**src/rtl/rib_rr_arbiter.sv**
```systemverilog
// rib_rr_arbiter: round-robin arbiter sharing the rib slave fabric among NM masters.
// Latency: grant_o is registered, visible one cycle after req_i is seen; handover has no idle bubble.
// Backpressure: hold_o = req_i & ~grant_o stalls each waiting master; a burst cap bounds any owner.
//
// Ports:
//   clk          rising-edge clock
//   rst          synchronous reset, active-high
//   req_i[NM]    per-master request level, held until served
//   last_i[NM]   owner's final cycle of its transfer sequence
//   grant_o[NM]  registered one-hot grant (or zero)
//   grant_idx_o  binary index of grant_o, meaningful when grant_vld_o
//   grant_vld_o  some master currently granted
//   hold_o[NM]   combinational stall per master
//   busy_o       arbiter in GRANT state
//
// Option: define RIB_ARB_PRIO_EN to give master 0 (debug/JTAG) strict priority.
module rib_rr_arbiter #(
  parameter int NM        = 4,
  parameter int IDXW      = 2,
  parameter int MAX_BURST = 8
) (
  input  logic            clk,
  input  logic            rst,
  input  logic [NM-1:0]   req_i,
  input  logic [NM-1:0]   last_i,
  output logic [NM-1:0]   grant_o,
  output logic [IDXW-1:0] grant_idx_o,
  output logic            grant_vld_o,
  output logic [NM-1:0]   hold_o,
  output logic            busy_o
);

  localparam int CW = (MAX_BURST > 1) ? $clog2(MAX_BURST) : 1;
  localparam logic [CW-1:0] CNT_MAX = CW'(MAX_BURST - 1);

  typedef enum logic {S_IDLE, S_GRANT} state_t;

  state_t          r_state, w_state_nxt;
  logic [NM-1:0]   r_grant, w_grant_nxt;
  logic [IDXW-1:0] r_ptr, w_ptr_nxt;
  logic [CW-1:0]   r_burst_cnt, w_burst_nxt;

  logic [IDXW-1:0] w_owner_idx;
  logic [NM-1:0]   w_others;
  logic            w_own_req;
  logic            w_own_last;
  logic            w_any_other;
  logic            w_cap;
  logic            w_release;

  // First requester in mask scanning ptr+1, ptr+2, ... mod NM.
  function automatic logic [NM-1:0] f_pick(input logic [NM-1:0] mask,
                                           input logic [IDXW-1:0] ptr);
    logic [NM-1:0] res;
    logic          found;
    int            idx;
    res   = '0;
    found = 1'b0;
    for (int k = 1; k <= NM; k++) begin
      idx = (int'(ptr) + k) % NM;
      if (!found && mask[idx]) begin
        res[idx] = 1'b1;
        found    = 1'b1;
      end
    end
`ifdef RIB_ARB_PRIO_EN
    if (mask[0]) res = NM'(1);
`endif
    return res;
  endfunction

  always_comb begin
    w_owner_idx = '0;
    for (int i = 0; i < NM; i++) begin
      if (r_grant[i]) w_owner_idx = w_owner_idx | IDXW'(i);
    end
  end

  // Only the owner's own req/last lines take part in release decisions.
  assign w_own_req   = |(req_i & r_grant);
  assign w_own_last  = |(last_i & r_grant);
  assign w_others    = req_i & ~r_grant;
  assign w_any_other = |w_others;

`ifdef RIB_ARB_PRIO_EN
  // Master 0 is never capped; any other owner yields to master 0 after one cycle.
  assign w_cap = ~r_grant[0] &
                 (((r_burst_cnt == CNT_MAX) & w_any_other) |
                  (req_i[0] & (r_burst_cnt != '0)));
`else
  assign w_cap = (r_burst_cnt == CNT_MAX) & w_any_other;
`endif

  assign w_release = ~w_own_req | w_own_last | w_cap;

  always_comb begin
    w_state_nxt = r_state;
    w_grant_nxt = r_grant;
    w_ptr_nxt   = r_ptr;
    w_burst_nxt = r_burst_cnt;
    case (r_state)
      S_IDLE: begin
        if (|req_i) begin
          w_grant_nxt = f_pick(req_i, r_ptr);
          w_state_nxt = S_GRANT;
          w_burst_nxt = '0;
        end
      end
      S_GRANT: begin
        if (w_release) begin
          w_burst_nxt = '0;
`ifdef RIB_ARB_PRIO_EN
          if (!r_grant[0]) w_ptr_nxt = w_owner_idx;
`else
          w_ptr_nxt = w_owner_idx;
`endif
          if (w_any_other) begin
            // Competitors exist: hand over immediately, owner excluded.
            w_grant_nxt = f_pick(w_others, w_ptr_nxt);
          end else if (w_own_req) begin
            // Sole requester finished a sequence and asks again: re-grant.
            w_grant_nxt = r_grant;
          end else begin
            w_grant_nxt = '0;
            w_state_nxt = S_IDLE;
          end
        end else if (r_burst_cnt != CNT_MAX) begin
          w_burst_nxt = r_burst_cnt + 1'b1;
        end
      end
      default: begin
        w_state_nxt = S_IDLE;
        w_grant_nxt = '0;
      end
    endcase
  end

  always_ff @(posedge clk) begin
    if (rst) begin
      r_state     <= S_IDLE;
      r_grant     <= '0;
      r_ptr       <= IDXW'(NM - 1);
      r_burst_cnt <= '0;
    end else begin
      r_state     <= w_state_nxt;
      r_grant     <= w_grant_nxt;
      r_ptr       <= w_ptr_nxt;
      r_burst_cnt <= w_burst_nxt;
    end
  end

  assign grant_o     = r_grant;
  assign grant_idx_o = w_owner_idx;
  assign grant_vld_o = |r_grant;
  assign hold_o      = req_i & ~r_grant;
  assign busy_o      = (r_state == S_GRANT);

endmodule

```
**config.mk**
```make
export PLATFORM = sky130hd
export DESIGN_NAME = rib_rr_arbiter
export DESIGN_NICKNAME = d
export VERILOG_FILES = /design/src/rtl/rib_rr_arbiter.sv
export SDC_FILE = /design/constraint.sdc
export NUM_CORES = 1
export LEC_CHECK = 0
export ABC_AREA = 1
export CELL_PAD_IN_SITES_DETAIL_PLACEMENT = 0
export CELL_PAD_IN_SITES_GLOBAL_PLACEMENT = 2
export CORE_ASPECT_RATIO = 1.2
export CORE_MARGIN = 5
export CORE_UTILIZATION = 28
export CTS_BUF_LIST = sky130_fd_sc_hd__clkbuf_4 sky130_fd_sc_hd__clkbuf_8 sky130_fd_sc_hd__clkbuf_16
export DETAILED_ROUTE_END_ITERATION = 6
export HOLD_SLACK_MARGIN = 0.06
export PLACE_DENSITY = 0.91
export SKIP_LAST_GASP = 1
export SYNTH_ARGS = -nofsm -noshare
export SYNTH_HDL_FRONTEND = slang
export SYNTH_SLANG_ARGS = --single-unit
```
**constraint.sdc**
```tcl
create_clock -name clk -period 2.86 [get_ports clk]
set_clock_uncertainty 0.2 [all_clocks]
set_input_delay 0.286 -clock clk [delete_from_list [all_inputs] [get_ports clk]]
set_output_delay 0.286 -clock clk [all_outputs]
set_load 0.005 [all_outputs]
```
Word-level counts from Yosys, hierarchy flattened

Cells that the tools add are included.

Bits of input ports: 10
Flip-flop bits (word level): 10
Output and inout bits: 12
Logic and storage cells: 195

Equality and inequality tests: 6
Mux-type cells: 101
$add $sub $neg: 9
Reduce and logical (&&, ||, !) cells: 36
$lt $le $gt $ge: 16
Bitwise operators: 23

Operators with widths:

| cell                                                | count |
|---|---|
| two-way mux 4 bit                                   | 27 |
| two-way mux 1 bit                                   | 50 |
| < comparator 3 x 4 -> 1 bit, second input constant  | 8 |
| >= comparator 3 x 1 -> 1 bit, second input constant | 8 |
| bitwise OR 4 bit                                    | 6 |
| OR reduction 4 bit                                  | 5 |
| binary-select mux 1 bit (select 2 bit)              | 8 |
| demux 1 bit (select 2 bit)                          | 8 |
| OR reduction 2 bit                                  | 8 |
| logical AND 1 bit                                   | 14 |
| bitwise AND 4 bit                                   | 3 |
| two-way mux 3 bit                                   | 3 |
| adder 2 x 1 -> 2 bit, second input constant         | 4 |
| adder 2 bit, second input constant                  | 4 |
| bitwise AND 1 bit, first input constant             | 8 |
| one-hot mux 4 bit (2 select lines)                  | 1 |
| logical NOT 1 bit                                   | 6 |
| one-hot mux 3 bit (2 select lines)                  | 1 |
| two-way mux 2 bit                                   | 2 |
| NOT 4 bit                                           | 1 |
| AND reduction 2 bit                                 | 2 |
| adder 3 x 1 -> 3 bit, second input constant         | 1 |
| equality test 3 bit, second input constant          | 1 |
| != test 3 x 1 -> 1 bit, second input constant       | 1 |
| other kinds (9)                                     | 11 |

Logic depth before layout (Yosys ltp)

Gate-level depths: netlist (run 1).

Depth in word-level cells: 31
Mapped depth: 12
Mapped depth without buffers: 12

Worst setup path after synthesis (run 1)

OpenSTA, ideal clock, no wires.

Kind: register -> register
From: register r_grant[3] (netlist: grant_o[3])
To: register r_grant[0] (netlist: grant_o[0])
Path buffers: 0
Required time: 2.590 ns
Clock period less this slack: 2.047 ns
Stages on the path, launching flop included: 12
Arrival: 1.777 ns
Slack: 0.813 ns
Setup time: 0.070 ns
Cell sequence: dfxtp_1 -> nor2_2 -> inv_2 -> ha_1 -> inv_1 -> nand2_1 -> nand2_4 -> nor2_8 -> nand3_1 -> nand3_1 -> nand2_1 -> a21oi_1

Word-level cells in the longest chain between the ends: 27
Elaborated cells between the ends (all ways): 96
Those cells by class: add/sub: 4; order compare: 8; eq/ne: 2; mux: 49; bitwise: 15; reduce/logical: 18

RTL lines:

| item                                                                                          | RTL line | RTL |
|---|---|---|
| from (decl)                                                                                   | 39       | `logic [NM-1:0] r_grant, w_grant_nxt;` |
| from (signal assigned)                                                                        | 146      | `r_grant <= w_grant_nxt;` |
| two-way mux 2 bit (*)                                                                         | 75       | `if (r_grant[i]) w_owner_idx = w_owner_idx \| IDXW'(i);` |
| named net grant_idx_o[1]                                                                      | 27       | `output logic [IDXW-1:0] grant_idx_o,` |
| adder 2 x 1 -> 2 bit                                                                          | 60       | `idx = (int'(ptr) + k) % NM;` |
| OR reduction 2 bit (no source line) or binary-select mux 1 bit (select 2 bit) (tied branches) | n/a      |  |
| bitwise AND 1 bit (no source line) or two-way mux 1 bit (tied branches)                       | n/a      |  |
| < comparator 3 x 4 -> 1 bit (not written as such) (tied with other cells)                     | 62       | `res[idx] = 1'b1;` |
| logical AND 1 bit (not written as such) or two-way mux 1 bit (tied branches)                  | 62, 61   |  |
| two-way mux 1 bit, on equally long branches                                                   | 62, 117  |  |
| [12 not listed]                                                                               | n/a      |  |
| two-way mux 4 bit or two-way mux 1 bit (tied branches)                                        | 117, 110 |  |
| two-way mux 4 bit or two-way mux 1 bit (tied branches)                                        | 110, 101 |  |
| two-way mux 4 bit or logical NOT 1 bit (tied branches)                                        | 101, 61  |  |
| bitwise OR 4 bit (no source line) or logical AND 1 bit (tied branches)                        | n/a      |  |
| two-way mux 4 bit (*)                                                                         | 61       | `if (!found && mask[idx]) begin` |
| two-way mux 4 bit (*)                                                                         | 117      | `if (w_any_other) begin` |
| two-way mux 4 bit (*)                                                                         | 110      | `if (w_release) begin` |
| one-hot mux 4 bit (2 select lines) (*)                                                        | 101      | `case (r_state)` |

The timed path passes the listed nets; every way through them passes the cells marked *. The select of a mux whose other input is x is not followed.
A chain may end at the register's enable or synchronous reset.

Final worst setup path (run 1)

From: register r_grant[3] (netlist: grant_o[3])
To: register r_grant[0] (netlist: grant_o[0])

Word-level cells in the longest chain between the ends: 27
Elaborated cells between the ends (all ways): 96
Those cells by class: add/sub: 4; order compare: 8; eq/ne: 2; mux: 49; bitwise: 15; reduce/logical: 18

RTL lines:

| item                                                                                          | RTL line |
|---|---|
| two-way mux 2 bit or NOT 4 bit (tied branches)                                                | 75, 82 |
| adder 2 x 1 -> 2 bit or bitwise AND 4 bit (tied branches)                                     | 60, 82 |
| OR reduction 2 bit (no source line) or binary-select mux 1 bit (select 2 bit) (tied branches) | n/a |
| bitwise AND 1 bit (no source line) or two-way mux 1 bit (tied branches)                       | n/a |
| < comparator 3 x 4 -> 1 bit (not written as such) (tied with other cells)                     | 62 |
| logical AND 1 bit (not written as such) or two-way mux 1 bit (tied branches)                  | 62, 61 |
| two-way mux 1 bit, on equally long branches                                                   | 62, 117 |
| demux 1 bit (select 2 bit) or two-way mux 1 bit (tied branches)                               | 62, 110 |
| [11 not listed]                                                                               | n/a |
| two-way mux 4 bit or two-way mux 1 bit (tied branches)                                        | 117, 110 |
| two-way mux 4 bit or two-way mux 1 bit (tied branches)                                        | 110, 101 |
| two-way mux 4 bit or logical NOT 1 bit (tied branches)                                        | 101, 61 |
| bitwise OR 4 bit (no source line) or logical AND 1 bit (tied branches)                        | n/a |
| two-way mux 4 bit                                                                             | 61 |
| two-way mux 4 bit                                                                             | 117 |
| two-way mux 4 bit                                                                             | 110 |
| one-hot mux 4 bit (2 select lines)                                                            | 101 |

Several ways; a longest one is shown, not always the timed one. The select of a mux whose other input is x is not followed.

==> out/metrics.yaml, run 1 <==
status:
  status: "finished clean"
global_routing:
  antenna_found_initial: 0
  grt_pass1_vias: 1453
  grt_pass1_wl_um: 6451
  grt_max_degree: 12
  grt_use_total_pct: 12.42
  overflow: 0
finish:
  final_cell_mix: "nand2_1 (94), nand3_1 (39), inv_1 (24)"
  fill_cells: 563
  syn_to_final_growth_pct: 24.10
  drive_above_1_share_pct: 10.69
  nets: 292
  antennaDiodeCount: 0
  layout_commonest_cell: "nand2_1"
pwr:
  power.total_mw: 2.115
  p_clk_share_pct: 6.8
  p_switching_mw: 1.204
  p_sw_share_pct: 56.93
  combinationalPowerShare_pct: 81.5
  leakagePower_nw: 0.8840
  seqPwrFrac_pct: 11.7
  power_density_nw_per_um2: 1229
  irDropWorstVdd_uv: 274.2
  cellInternalPower_mw: 0.9108
setup_path:
  worstPathRequired_ps: 2820
  cp-start-kind: "flop"
  cpMaxStageDelayCell: "dfxtp_1"
  slowest_delay_ps: 370
  r2r_slack_ps: 470
  crit_arrival_ps: 2350
  worstPathCellList: "nor2_2 -> inv_2 -> ha_1 -> inv_1 -> nand2_1 -> nand2_1 -> nor2_2 -> nand3_1 -> nand3_1 -> nand2_1 -> a21oi_1"
  crit_fanout: 8
  rr_worst_depth: 11
  path_common_cell: "nand2_1"
  path_class: "flop to flop"
  critPathCaptureType: "flop"
synth:
  yosysSeqAreaShare_pct: 14.44
  synthCells: 237
  synthDistinctLibCells: 20
  yosys.area.top_type_share_pct: 25.45
  synth_area_leader_cell: "nand2_1"
  synth.net_count: 265
  yosysWarnings: 0
  synthTopCellsByArea: "nand2_1 (25%), ha_1 (16%), dfxtp_1 (14%), nand3_1 (14%), inv_1 (6.5%)"
  syn_avg_cell_area_um2: 5.849
  netlist_area_um2: 1386
  ys_seq_elements: 10
clock_network:
  clock_latency_ps: 230
  cts_tree: "built"
  clk_path_buf_depth: 2
  cts-resized-gates: 0
  post_cts_buffers: 0
  cts_buffers: 3
  htree_levels: 1
  cts.clk_slew.worst_paths_ps: 50
  root_buffer: "clkbuf_8"
  cts_sinks: 10
  ctsHoldBuffers: 0
placed_design:
  place_congestion: 0.8081
  hpwl_um: 3213
  portBuffers: 21
timing:
  hold_ws_ps: 324.6
  setup_viol: 0
  worst_pin_slew_ps: 428.3
  hold_viol: 0
  maxSlewViolCount: 0
  timing.fmax_mhz: 417.7
  rsz0062_at_grt: "false"
  slew_headroom_pct: 71.42
  finalSetupTns_ps: 0
  timing.final.crit_period_ps: 2394
  final.period_utilization_pct: 83.71
drt:
  wl_per_cell_um: 11.79
  ant_nets: 0
  drt_iter0_markers: 33
  wl_um: 3796
  drt_first_pass_iters: 4
  vias_per_cell: 4.755
  remaining_drc_errors: 0
  via_count: 1531
floorplanning:
  num_io_pins: 22
  start_util_pct: 28.47
  die_h_um: 87.08
  die-area_um2: 6464
  coreArea_um2: 4870
  die_x_um: 74.24
  row_count: 28
hold_path:
  min_path_cells: 4
  min_path_type: "flop to flop"
flow_run:
  cap_violations: 0
## power by group through the flow
stage	combinational [mW]	clock, mW	sequential [mW]
final	1.72	0.143	0.248
after CTS	1.76	0.148	0.251
after floorplan	1.25	0	0.245
after detailed placement	1.75	0	0.253
after global routing	1.97	0.155	0.257
after global placement	1.76	0	0.253
## stage by stage
| step | util, % | cells | setup slack [ps] | instance area [µm²] |
|---|---|---|---|---|
| after global routing | 35.33 | 322 | 187.8 | 1720 |
| after CTS | 35.33 | 322 | 406.5 | 1720 |
| final | 35.33 | 322 | 465.9 | 1720 |
| after detailed placement | 34.48 | 319 | 421.4 | 1679 |
| after global placement | 34.48 | 319 | 425.5 | 1679 |
| after floorplan | - | 237 | 813.2 | 1386 |
## path summary, 6_finish.rpt
path,start,end
setup / recovery,grant_o[3],grant_o[0]
hold / removal,r_burst_cnt[2],r_burst_cnt[2]
setup reg to reg,grant_o[3],grant_o[0]
hold reg to reg,r_burst_cnt[2],r_burst_cnt[2]
## cell families (layout without fill, tap and decap cells)
logic type	Yosys count	count (layout)	share of synthesized area, %
AND/OR/NAND/NOR	163	163	54.60
flip-flops	10	10	14.44
adder cells (fa/ha/maj)	18	18	16.25
AO/OA/AOI/OAI	16	16	6.137
buffers and inverters	30	55	8.574
## Yosys cell counts, drive strengths merged
library cell,n
inv,28
nor2,17
buf,1
nand3,43
a21oi,12
ha,18
o21ai,2
o211ai,2
nand2,101
dfxtp,10
clkinv,1
nand4,2
## metal layers
metal / up-vias / part of all wire (%) / track usage, %
met5: - / 0 / 0
met1: 684 / 40 / 13.72
met3: 8 / 3.3 / 1.386
met4: 0 / 1.9 / 3.722
met2: 29 / 54 / 24.11
li1: 810 / - / -
## registers in the layout, indices dropped and copies added, names as in the netlist
name,cells
busy_o,1
r_burst_cnt,3
r_ptr,2
grant_o,4
## area by class of cell
| type | count | area [µm²] | area share, % |
|---|---|---|---|
| clock buffers | 3 | 41.29 | 2.400 |
| inverters | 29 | 111.4 | 6.473 |
| well taps | 60 | 75.07 | 4.364 |
| multi-input cells | 197 | 1067 | 62.04 |
| repair buffers | 23 | 225.2 | 13.09 |
| flip-flops and latches | 10 | 200.2 | 11.64 |
## critical path: cells and delay by family, from the launching register on
kind            cells  cell delay [ps]
simple gates        7             1000
compound gates      1              150
flops               1              370
buf+inv             2              230
fa+ha+maj           1              370
No activity file was read; power rests on OpenSTA's default activity.
==> run 2: changes to the inputs <==
Clock period 2.86 ns to 2.48 ns, I/O delays scaled along.
==> run 2 against run 1 <==
Compared with the run above:
- clock power grew 15%
- worst hold slack gained 3.3 ps
- sequential power grew 15%
- routed wire length grew 2.0%
- register-to-register slack lost 70 ps
==> out/metrics.yaml, run 2 (synthesis results as in run 1) <==
setup_path:
  rr_worst_depth: 11  # unchanged
  critPathCaptureType: "flop"
  path_class: "flop to flop"
  crit_arrival_ps: 2040  # -310 ps
  r2r-end: "grant_o[2]"
  r2r_slack_ps: 400  # -70 ps
  setup.worst_path.end: "grant_o[2]"
  worstPathRequired_ps: 2440  # -380 ps
  crit_fanout: 10  # +2
  rr_startpoint: "r_ptr[0]"
  cp-start-kind: "flop"
  crit_path_start: "r_ptr[0]"
placed_design:
  place_congestion: 0.8758  # +8.4%
  placed_cell_area_um2: 1709  # +1.8%
  portBuffers: 21  # unchanged
  hpwl_um: 3253  # +1.3%
drt:
  vias_per_cell: 4.663  # -1.9%
  via_count: 1520  # -0.72%
  drt_first_pass_iters: 4  # unchanged
  remaining_drc_errors: 0  # unchanged
  wl_per_cell_um: 11.88  # +0.78%
  drt_iter0_markers: 43  # +30%
  ant_nets: 0  # unchanged
  wl_um: 3873  # +2.0%
finish:
  largest_register_ffs: 4  # unchanged
  nets: 296  # +1.4%
  final_cell_mix: "nand2_1 (94), nand3_1 (39), inv_1 (24)"
  fill_cells: 537  # -4.6%
  layout_commonest_cell: "nand2_1"
  antennaDiodeCount: 0  # unchanged
  final_cell_area_um2: 1750  # +1.7%
  syn_to_final_growth_pct: 26.26
  drive_above_1_share_pct: 12.03  # +1.3 points
pwr:
  power.total_mw: 2.510  # +19%
  seqPwrFrac_pct: 11.3  # -0.4 points
  leakagePower_nw: 0.9033  # +2.2%
  irDropWorstVdd_uv: 340.5  # +24%
  p_switching_mw: 1.408  # +17%
  cellInternalPower_mw: 1.102  # +21%
  p_clk_share_pct: 6.5  # -0.3 points
  combinationalPowerShare_pct: 82.2  # +0.7 points
  p_sw_share_pct: 56.08  # -0.85 points
  power_density_nw_per_um2: 1434  # +17%
clock_network:
  root_buffer: "clkbuf_8"
  ctsHoldBuffers: 0  # unchanged
  cts-resized-gates: 0  # unchanged
  cts_buffers: 3  # unchanged
  clk_path_buf_depth: 2  # unchanged
  cts_sinks: 10  # unchanged
  cts.clk_slew.worst_paths_ps: 50  # about the same
  clock_latency_ps: 230  # about the same
  post_cts_buffers: 0  # unchanged
  htree_levels: 1  # unchanged
  cts_tree: "built"
timing:
  timing.final.crit_period_ps: 2084  # -310.2 ps
  maxSlewViolCount: 0  # unchanged
  hold_ws_ps: 328.0  # +3.340 ps
  hold_viol: 0  # unchanged
  slew_headroom_pct: 82.52  # +11 points
  timing.fmax_mhz: 479.9  # +15%
  setup_viol: 0  # unchanged
  worst_pin_slew_ps: 260.5  # -167.8 ps
  finalSetupTns_ps: 0  # unchanged
  final.period_utilization_pct: 84.03  # +0.32 points
  rsz0062_at_grt: "false"
floorplanning:
  start_util_pct: 28.47  # unchanged
  coreArea_um2: 4870  # unchanged
  die_x_um: 74.24  # unchanged
  die_h_um: 87.08  # unchanged
  row_count: 28  # unchanged
  die-area_um2: 6464  # unchanged
  num_io_pins: 22  # unchanged
global_routing:
  met3_usage_pct: 1.155  # -0.23 points
  use_met1_pct: 15.98  # +2.3 points
  grtUsageMet2_pct: 24.44  # +0.32 points
  antenna_found_initial: 0  # unchanged
  grt_pass1_vias: 1505  # +3.6%
  overflow: 0  # unchanged
  grt_max_degree: 12  # unchanged
  top_usage_layer: "met2"
  grt_use_total_pct: 13.20  # +0.78 points
  grt_pass1_wl_um: 6851  # +6.2%
status:
  status: "finished clean"
flow_run:
  cap_violations: 0  # unchanged
hold_path:
  min_path_type: "flop to flop"
==> run 2: final cells by class <==
class	instances	area (µm²)	share of cell area, %
Tap cell	60	75.07	4.289
Inverter	29	111.4	6.362
Sequential cell	10	200.2	11.44
Multi-Input combinational cell	197	1067	60.97
Clock buffer	3	41.29	2.359
Timing Repair Buffer	27	255.2	14.58
==> run 2: worst min-delay path by stage <==
| stage | end | depth (start not counted) | start | slack [ps] |
|---|---|---|---|---|
| finish | r_burst_cnt[1] | 4 | r_burst_cnt[1] | 330 |
| global route | r_burst_cnt[0] | 3 | r_burst_cnt[0] | 360 |
| CTS | r_burst_cnt[1] | 4 | r_burst_cnt[1] | 330 |
| detailed placement | r_burst_cnt[1] | 4 | r_burst_cnt[1] | 320 |
| global placement | r_burst_cnt[1] | 4 | r_burst_cnt[1] | 310 |
| floorplan | busy_o | 1 | rst | 120 |
==> run 2: power groups by stage <==
stage	registers (mW)	logic, mW	clock network, mW
4_1_cts	0.289	2.09	0.170
3_3_place_gp	0.292	2.10	0
5_1_grt	0.299	2.38	0.175
2_1_floorplan	0.283	1.44	0
6_report	0.284	2.06	0.164
3_5_place_dp	0.291	2.08	0
==> run 2: critical path, stage by stage, from the launching register on <==
cell and delay, ps:
dfxtp_1 370, inv_4 80, ha_1 340, inv_1 100, nand3_2 130, nand2_2 130
nand2_1 100, nor2_2 190, nand2_1 70, nand3_1 100, a21oi_1 80, a21oi_1 130
==> run 2: layer usage <==
layer,up-vias,share of wire [%]
met5,-,0
met2,21,55
met4,0,2.1
met1,675,42
li1,814,-
met3,10,1.7
==> run 2: through the flow <==
stage          worst slack, ps  utilization [%]  instances
3_5_place_dp             288.8            35.10        323
5_1_grt                  102.6            35.95        326
4_1_cts                  377.6            35.95        326
3_3_place_gp             293.4            35.10        323
2_1_floorplan            433.2                -        237
6_report                 396.1            35.95        326
